File: src/rtl/sample_feeder.sv
// Buffers labelled training samples written by the host and replays them,
// epoch after epoch, over a valid/ready handshake to the neuron controller.
module sample_feeder #(
  parameter int DEPTH   = 64,
  parameter int AW      = 6,
  parameter int EPOCH_W = 16
) (
  input  logic               clk,
  input  logic               rst,
  input  logic               clear,
  input  logic               wrEn,
  input  logic [6:0]         x1Wr,
  input  logic [6:0]         x2Wr,
  input  logic [1:0]         tWr,
  input  logic               start,
  input  logic               stop,
  input  logic [EPOCH_W-1:0] maxEpoch,
  output logic               sampleValid,
  input  logic               sampleReady,
  output logic [6:0]         x1Out,
  output logic [6:0]         x2Out,
  output logic [1:0]         tOut,
  output logic               lastSample,
  output logic [AW:0]        nOut,
  output logic [EPOCH_W-1:0] epochCount,
  output logic               full,
  output logic               busy,
  output logic               done
);

  typedef enum logic [1:0] {IDLE, STREAM, DONE} state_t;

  localparam logic [AW:0]        N_FULL    = (AW+1)'(DEPTH);
  localparam logic [AW:0]        N_ONE     = (AW+1)'(1);
  localparam logic [AW-1:0]      P_ONE     = AW'(1);
  localparam logic [EPOCH_W-1:0] E_ONE     = EPOCH_W'(1);
  localparam logic [EPOCH_W-1:0] EPOCH_MAX = '1;

  logic [15:0]        mem_q [DEPTH];

  state_t             state_q, state_d;
  logic [AW:0]        n_q, n_d;
  logic [AW-1:0]      ptr_q, ptr_d;
  logic [EPOCH_W-1:0] epoch_q, epoch_d;
  logic               valid_q, valid_d;
  logic [6:0]         x1_q, x1_d;
  logic [6:0]         x2_q, x2_d;
  logic [1:0]         t_q, t_d;
  logic               last_q, last_d;

  logic               mem_we;
  logic               load;
  logic               transfer;
  logic               at_last;
  logic [AW-1:0]      rd_idx;
  logic [15:0]        rd_data;
  logic [15:0]        wr_data;
  logic [AW:0]        last_idx;
  logic [EPOCH_W-1:0] epoch_inc;

  assign wr_data = {x1Wr, x2Wr, tWr};

  always_comb begin
    state_d   = state_q;
    n_d       = n_q;
    ptr_d     = ptr_q;
    epoch_d   = epoch_q;
    valid_d   = valid_q;
    x1_d      = x1_q;
    x2_d      = x2_q;
    t_d       = t_q;
    last_d    = last_q;
    mem_we    = 1'b0;
    load      = 1'b0;
    rd_idx    = ptr_q;
    rd_data   = '0;
    last_idx  = n_q - N_ONE;
    transfer  = valid_q && sampleReady;
    at_last   = ({1'b0, ptr_q} == last_idx);
    epoch_inc = (epoch_q == EPOCH_MAX) ? epoch_q : epoch_q + E_ONE;

    unique case (state_q)
      IDLE: begin
        if (wrEn && !full) begin
          mem_we = 1'b1;
          n_d    = n_q + N_ONE;
        end
        // start sees the sample count including a same-cycle write
        last_idx = n_d - N_ONE;
        if (start && (n_d != '0)) begin
          state_d = STREAM;
          ptr_d   = '0;
          epoch_d = '0;
          valid_d = 1'b1;
          load    = 1'b1;
          rd_idx  = '0;
        end
      end
      STREAM: begin
        if (transfer) begin
          if (at_last) begin
            epoch_d = epoch_inc;
            if ((maxEpoch != '0) && (epoch_inc == maxEpoch)) begin
              state_d = DONE;
              valid_d = 1'b0;
            end else begin
              ptr_d = '0;
            end
          end else begin
            ptr_d = ptr_q + P_ONE;
          end
          load   = 1'b1;
          rd_idx = ptr_d;
        end
        if (stop) begin
          state_d = DONE;
          valid_d = 1'b0;
        end
      end
      DONE: begin
        if (start && (n_q != '0)) begin
          state_d = STREAM;
          ptr_d   = '0;
          epoch_d = '0;
          valid_d = 1'b1;
          load    = 1'b1;
          rd_idx  = '0;
        end
      end
      default: state_d = IDLE;
    endcase

    // Bypass covers a write and start to an empty buffer in one cycle
    if (load) begin
      rd_data = (mem_we && (rd_idx == n_q[AW-1:0])) ? wr_data : mem_q[rd_idx];
      x1_d    = rd_data[15:9];
      x2_d    = rd_data[8:2];
      t_d     = rd_data[1:0];
      last_d  = ({1'b0, rd_idx} == last_idx);
    end

    if (clear) begin
      state_d = IDLE;
      n_d     = '0;
      ptr_d   = '0;
      epoch_d = '0;
      valid_d = 1'b0;
      x1_d    = '0;
      x2_d    = '0;
      t_d     = '0;
      last_d  = 1'b0;
      mem_we  = 1'b0;
    end
  end

  always_ff @(posedge clk) begin
    if (mem_we) begin
      mem_q[n_q[AW-1:0]] <= wr_data;
    end
  end

  always_ff @(posedge clk) begin
    if (rst) begin
      state_q <= IDLE;
      n_q     <= '0;
      ptr_q   <= '0;
      epoch_q <= '0;
      valid_q <= 1'b0;
      x1_q    <= '0;
      x2_q    <= '0;
      t_q     <= '0;
      last_q  <= 1'b0;
    end else begin
      state_q <= state_d;
      n_q     <= n_d;
      ptr_q   <= ptr_d;
      epoch_q <= epoch_d;
      valid_q <= valid_d;
      x1_q    <= x1_d;
      x2_q    <= x2_d;
      t_q     <= t_d;
      last_q  <= last_d;
    end
  end

  assign sampleValid = valid_q;
  assign x1Out       = x1_q;
  assign x2Out       = x2_q;
  assign tOut        = t_q;
  assign lastSample  = last_q;
  assign nOut        = n_q;
  assign epochCount  = epoch_q;
  assign full        = (n_q == N_FULL);
  assign busy        = (state_q == STREAM);
  assign done        = (state_q == DONE);

endmodule

File: config.mk
export PLATFORM = sky130hd
export DESIGN_NAME = sample_feeder
export DESIGN_NICKNAME = d
export VERILOG_FILES = /design/src/rtl/sample_feeder.sv
export SDC_FILE = /design/constraint.sdc
export NUM_CORES = 1
export LEC_CHECK = 0
export ABC_AREA = 1
export CAP_MARGIN = 30
export CORE_MARGIN = 2
export CORE_UTILIZATION = 50
export DETAILED_ROUTE_END_ITERATION = 8
export DONT_BUFFER_PORTS = 1
export REMOVE_ABC_BUFFERS = 1
export SYNTH_ARGS = -nofsm -noshare
export SYNTH_HDL_FRONTEND = slang
export SYNTH_SLANG_ARGS = --single-unit
File: constraint.sdc
create_clock -name clk -period 4.1 [get_ports clk]
set_input_delay 0.82 -clock clk [delete_from_list [all_inputs] [get_ports clk]]
set_output_delay 0.82 -clock clk [all_outputs]
set_load 0.01 [all_outputs]
* After elaboration in Yosys (flattened, before gate mapping) *
Memories as Yosys holds them, arrays and structs flattened. A register that Yosys moved wholly into a read port is not among the register bits.
Cells that the tools add are included.

storage, ports and cells
  flip-flop bits (word level) = 33
  bits in writable memories = 1024
  input bits = 39
  output and inout port bits = 44
  memories = 1

memories
  memory  words  bits a word  read ports  clocked after Yosys merged registers in  wr ports  line  RTL
  mem_q   64     16           1           1                                        1         39    logic [15:0] mem_q [DEPTH];

cells by class
  add/subtract/negate cells = 5
  eq/ne operators = 14
  muxes and demuxes = 38
  reduce and logical (&&, ||, !) cells = 15

operators by type and width
  cell                   number
  $mux 16                5
  $pmux 16 s3            1
  $mux 6                 5
  $mux 7                 3
  $pmux 6 s3             1
  $add 16x1->16 const B  1
  $eq 16x16->1           1
  $eq 16x16->1 const B   1
  $reduce_bool 16->1     1
  $eq 6x7->1             2
  $mux 1                 14
  $reduce_bool 7->1      2
  $sub 7x1->7 const B    2
  $mux 2                 6
  $reduce_and 5->1       2
  $ne 3x2->1 const B     3
  $add 7x1->7 const B    1
  $eq 7x7->1 const B     1
  $add 6x1->6 const B    1
  $ne 2x1->1 const B     3
  $pmux 1 s3             2
  $pmux 2 s3             1
  $reduce_and 6->1       1
  $logic_and 1x1->1      5
  7 further kinds        7

* Logic depth before layout (Yosys ltp) *
  word-level depth = 10
  gate-level depth with buffers = 30
  mapped depth without buffers = 27

* Least setup slack after synthesis *
OpenSTA, ideal clock, no wires.

  kind = register -> register
  start point = register n_q[0], in the netlist nOut[0]
  end point = register x2_q[2], in the netlist x2Out[2]
  arrival time = 3.303 ns
  required time = 3.981 ns
  path slack = 0.678 ns
  stages on the path, launching flop included = 28
  path buffers = 3
  cells stage by stage = dfxtp_1 > buf_2 > inv_1 > ha_1 > nor3b_2 > nand3_2 > nand2_2 > xor2_1 > inv_1 > ha_1 > inv_1 > nor2_1 > nand2_1 > nand2_1 > nand2_1 > nand3_2 > nand2_2 > buf_2 > buf_1 > nand3b_1 > nand2_1 > nand2_1 > nand3_1 > nand3_1 > nand3_1 > nand3_1 > nand3_1 > a21oi_1

on the way
  cells in the longest elaborated chain, start to end = 9
  elaborated cells on any way between the ends = 20

RTL lines
  what                                                                 line  RTL
  start: declaration                                                   42    logic [AW:0] n_q, n_d;
  start signal: assignment                                             175   n_q <= n_d;
  parallel branches: the longest is 9 deep, another holds $add 7x1->7  -
  end signal: assignment                                               170   x2_q <= '0;
  end signal: assignment                                               180   x2_q <= x2_d;
  end: declaration                                                     47    logic [6:0] x2_q, x2_d;

Parallel ways; which one is timed is not known. The select of a mux whose other input is x is not followed.
A chain may end at the register's enable or synchronous reset.

* Worst setup path after layout *
  start point = register n_q[0], in the netlist nOut[0]
  end point = register t_q[1], in the netlist tOut[1]

on the way
  cells in the longest elaborated chain, start to end = 9
  elaborated cells on any way between the ends = 20

RTL lines
  what                                                                 line  RTL
  parallel branches: the longest is 9 deep, another holds $add 7x1->7  -
  end signal: assignment                                               181   t_q <= t_d;
  end: declaration                                                     48    logic [1:0] t_q, t_d;

Parallel ways; which one is timed is not known. The select of a mux whose other input is x is not followed.

==> summary.md <==
| Metric | Value |
|---|---|
| Outcome | `completed` |
| P per Cell Area | `414 mW/mm^2` |
| Hold Crit Class | `input pin to flop` |
| Sequential cell fraction of total power | `52.4%` |
| Routed vias/inst | `5.68` |
| Pin count of the biggest net entering global routing | `91` |
| Cells after Synth | `4,532` |
| CTS Sinks | `1,073` |
| Number of top-level design ports | `83` |
| Yosys top cell area share | `64.8%` |
| CTS Buffer Depth | `3` |
| Routability-driven placement congestion ratio | `0.956` |
| Core area | `0.0936 sq mm` |
| Reg area | `0.0317 sq mm` |
| Initial standard-cell utilization of the core | `50.7%` |
| Fraction of final layout cells sized beyond drive strength 1 | `13.8%` |
| DRC violation count after routing | `0` |
| Avg Inst Size Synth | `10.5 sq um` |
| Ratio of final minimum period to clock period | `96.5%` |
| Signed area change from the synthesized netlist to the final layout | `17.4%` |
| Area of combinational cells with multiple inputs | `0.0134 sq mm` |
| Internal power of the cells | `18.3 mW` |
| Power share of the combinational group | `2.5%` |
| Dominant register cell in the synthesized netlist | `sky130_fd_sc_hd__edfxtp_1` |
| Remaining antenna violation count after routing | `0` |
| Vias in the first global route | `32,000` |
| Cell mode on critical path | `sky130_fd_sc_hd__nand3_1` |
| Flip-flop and latch count after synthesis | `1,073` |
| First drt pass iteration count | `5` |
| Number of enable flip-flop cells after synthesis | `1,024` |
| Mapped cell area | `0.0474 sq mm` |
| Number of CTS-inserted buffers | `111` |
| Violation count after the first detailed-route iteration | `4,297` |
| Via count | `34,400` |
| Switching power as a share of total power | `20.7%` |
| Total buffers and inverters traversed by the critical path | `6` |
| Finished Layout Cells | `6,056` |
| Total grt overflow | `0` |
| Worst slew pin tran | `936 ps` |
| Count of input and output buffers | `0` |
| Final Slew Violations | `0` |
| Die height | `312 um` |
| Width of the die | `312 um` |
| Launch point of the worst hold path | `x2Wr[6]` |
| Critical-path top delay cell | `sky130_fd_sc_hd__dfxtp_1` |
| Hold-fix buffers at CTS | `0` |
| RR Startpoint | `nOut[0]` |
| Shortest clock period the worst path allows after layout | `3960 ps` |
| Final count of hold timing violations | `0` |
| Worst min-delay path endpoint | `mem_q[6][8]` |
| Worst setup path class | `flop to flop` |
| # fillers | `7,722` |
| Number of antenna violations at the first check in global routing | `5` |
| Worst setup SP type | `flop` |
| Site row count | `112` |
| Worst Skew | `26.9 ps` |
| Clock network fraction of design power | `45.1%` |
| Cells traversed along the worst timing path | `inv_1 -> buf_4 -> ha_2 -> xor2_2 -> xor2_1 -> nor3_1 -> nand3_1 -> nor3_4 -> buf_6 -> nand3_4 -> nand3_4 -> nand2_8 -> nand2_8 -> clkinv_16 -> buf_8 -> clkbuf_16 -> nand2_1 -> nand3_1 -> nand3_1 -> nand3_1 -> nand3_2 -> nand3_1 -> nand3_1 -> a21oi_1` |
| Global-route total usage across every layer | `29.1%` |
| Largest area contributor in the netlist | `sky130_fd_sc_hd__edfxtp_1` |
| Global-route wire length before repair | `211,000 um` |
| DR WL/cell | `24.5 um` |
| Reg2Reg Setup Slack | `140 ps` |
| Count of H-tree levels built during CTS | `3` |
| Hold Crit Depth | `0` |
| Final design utilization | `59.5%` |
| Total of max-cap violations | `0` |
| Post-synthesis sequential area ratio | `66.9%` |
| Data arrival, critical path | `4540 ps` |
| Post-CTS clock slew at the launch and capture registers of the worst setup and hold paths | `60 ps` |
| Top post-synthesis cells by area | `sky130_fd_sc_hd__edfxtp_1, sky130_fd_sc_hd__nand2_1, sky130_fd_sc_hd__nand3_1` |
| Cell variety after synth | `47` |
| Total routed wirelength | `148,000 um` |
| Maximum VDD drop | `0.366 mV` |
| P_sw | `4.77 mW` |
| CTS tree | `built` |
| # placed instances | `5,799` |
| Insertion delay to the later sink of the worst-skew pair | `700 ps` |
| Worst Path Max Fanout | `24` |
| Required time at the endpoint of the critical path | `4690 ps` |
| Kind of capture point of the worst setup path | `flop` |
| Category of cells accounting for the largest share of critical-path delay | `simple AND/OR/NAND/NOR gates` |
| Max incr delay on CP | `330 ps` |
| Highest clock rate | `0.253 GHz` |
| Worst slew slack as a fraction of its limit | `37.4%` |
| Fraction of synthesis flops using an asynchronous set or reset pin | `0%` |
| Detailed-placement wirelength estimate | `86,400 um` |
| Net total in the final layout | `4,751` |
| Static leakage | `21.9 nW` |
| Worst reg2reg path endpoint | `tOut[1]` |
| Area enclosed by the die boundary | `0.0973 sq mm` |
| Synthesis warning total | `0` |
| Number of failing setup endpoints in the final timing report | `0` |
| Root Buffer Master | `sky130_fd_sc_hd__clkbuf_16` |
| Worst Reg2Reg Path Length in Cells | `24` |
how the worst max path moves through the flow:
stage	slack, ps	from	cells after the start	endpoint
2_1_floorplan	-6960	nOut[0]	21	x2Out[4]
3_3_place_gp	-70	nOut[0]	24	x2Out[6]
3_5_place_dp	-20	nOut[0]	24	x2Out[6]
4_1_cts	7	nOut[0]	27	x1Out[0]
5_1_grt	-30	nOut[0]	30	x2Out[1]
6_report	140	nOut[0]	24	tOut[1]
final cells by class:
class	instances	area share [%]
multi-input cells	2764	24.0
clock inverters	76	1.37
well taps	1254	2.82
flip-flops and latches	1073	57.0
repair buffers	324	6.47
clock buffers	133	5.40
inverters	430	2.98
diodes	1	0.00449
repair inverters	1	0.0202
sequential cells by signal, indices dropped and copies added, names as in the netlist:
signal,count
sampleValid,1
state_q,2
nOut,7
tOut,2
x1Out,7
ptr_q,6
lastSample,1
epochCount,16
x2Out,7
mem_q,1024
synth_stat cells, drive strengths merged (3+ instances only):
library cell / instances
inv: 429
edfxtp: 1024
nor2: 132
a31oi: 6
dfxtp: 49
ha: 7
nor3: 5
xnor2: 3
nor4: 6
o21ai: 79
nand3b: 114
nand3: 964
nand4: 23
or2: 5
clkbuf: 52
buf: 214
a211oi: 10
nand2: 1333
a21oi: 43
xor2: 23
cell families after synthesis:
kind of cell,share of synthesized area [%]
xor+xnor,0.480
simple gates,24.4
fa+ha+maj,0.185
buf+inv,6.39
flops,66.9
compound gates,1.66
cells in the final DEF, fill, tap and decap left out, types with 5 or more instances in the layout:
cell and instances:
sky130_fd_sc_hd__nand2_1 1319, sky130_fd_sc_hd__edfxtp_1 1024, sky130_fd_sc_hd__nand3_1 864, sky130_fd_sc_hd__inv_1 416, sky130_fd_sc_hd__buf_4 237, sky130_fd_sc_hd__clkbuf_16 132, sky130_fd_sc_hd__nor2_1 122, sky130_fd_sc_hd__nand3b_1 114
sky130_fd_sc_hd__nand3_2 88, sky130_fd_sc_hd__o21ai_0 55, sky130_fd_sc_hd__dfxtp_1 46, sky130_fd_sc_hd__buf_12 43, sky130_fd_sc_hd__a21oi_1 40, sky130_fd_sc_hd__clkinv_2 37, sky130_fd_sc_hd__nand4_1 23, sky130_fd_sc_hd__xor2_1 21
sky130_fd_sc_hd__o21ai_1 21, sky130_fd_sc_hd__clkinv_1 16, sky130_fd_sc_hd__buf_16 14, sky130_fd_sc_hd__bufinv_16 13, sky130_fd_sc_hd__clkbuf_1 13, sky130_fd_sc_hd__nand3_4 12, sky130_fd_sc_hd__a211oi_1 10, sky130_fd_sc_hd__inv_2 9
sky130_fd_sc_hd__buf_6 9, sky130_fd_sc_hd__nand2_2 8, sky130_fd_sc_hd__nor2_2 7, sky130_fd_sc_hd__nor4_1 6, sky130_fd_sc_hd__a31oi_1 6, sky130_fd_sc_hd__ha_1 6, sky130_fd_sc_hd__buf_8 5
power groups by stage:
stage	Combinational [mW]	Clock (mW)	Sequential [mW]
2_1_floorplan	0.326	0	12.3
3_5_place_dp	0.541	0	12.3
3_3_place_gp	0.544	0	12.3
5_1_grt	0.637	10.9	12.1
6_report	0.581	10.4	12.1
4_1_cts	0.543	10.5	12.1
routing by layer:
| metal | GRT usage (%) | vias up | routed length [um] | part of all wire (%) |
|---|---|---|---|---|
| met2 | 45.2 | 1616 | 68200 | 46 |
| met1 | 41.1 | 16700 | 61500 | 41 |
| met4 | 9.35 | 0 | 4310 | 2.9 |
| met3 | 6.34 | 256 | 14500 | 9.7 |
| li1 | - | 15800 | - | - |
| met5 | 0 | - | 0 | 0 |
worst register-to-register path, delay by kind of cell, from the launching register on:
family	cells	cell delay (ps)
DFF	1	330
buffers and inverters	6	900
adders and majority gates	1	210
AOI/OAI and AO/OA	1	60
xor gates and xnor gates	2	310
and+or+nand+nor	14	2010
per-stage QoR:
stage	hold slack (ps)	instance area (sq um)	TNS, ps	power [mW]	worst slack, ps
after floorplan	508	46000	-128510	12.6	-6960
after global routing	180	55700	-230	23.6	-31.0
after global placement	529	50400	-128	12.8	-65.4
after CTS	180	54200	0	23.1	7.50
final	217	55700	0	23.0	145
after detailed placement	541	50400	-74.5	12.8	-23.7
repair_timing:
| action | CTS | global route |
|---|---|---|
| pin swaps | 0 | 12 |
| gates cloned | 0 | 18 |
| buffers inserted | 5 | 25 |
| setup endpoints to repair | 6 | 16 |
| gates resized for setup | 2 | 174 |
Note: power is estimated with default switching activity, not from simulation.
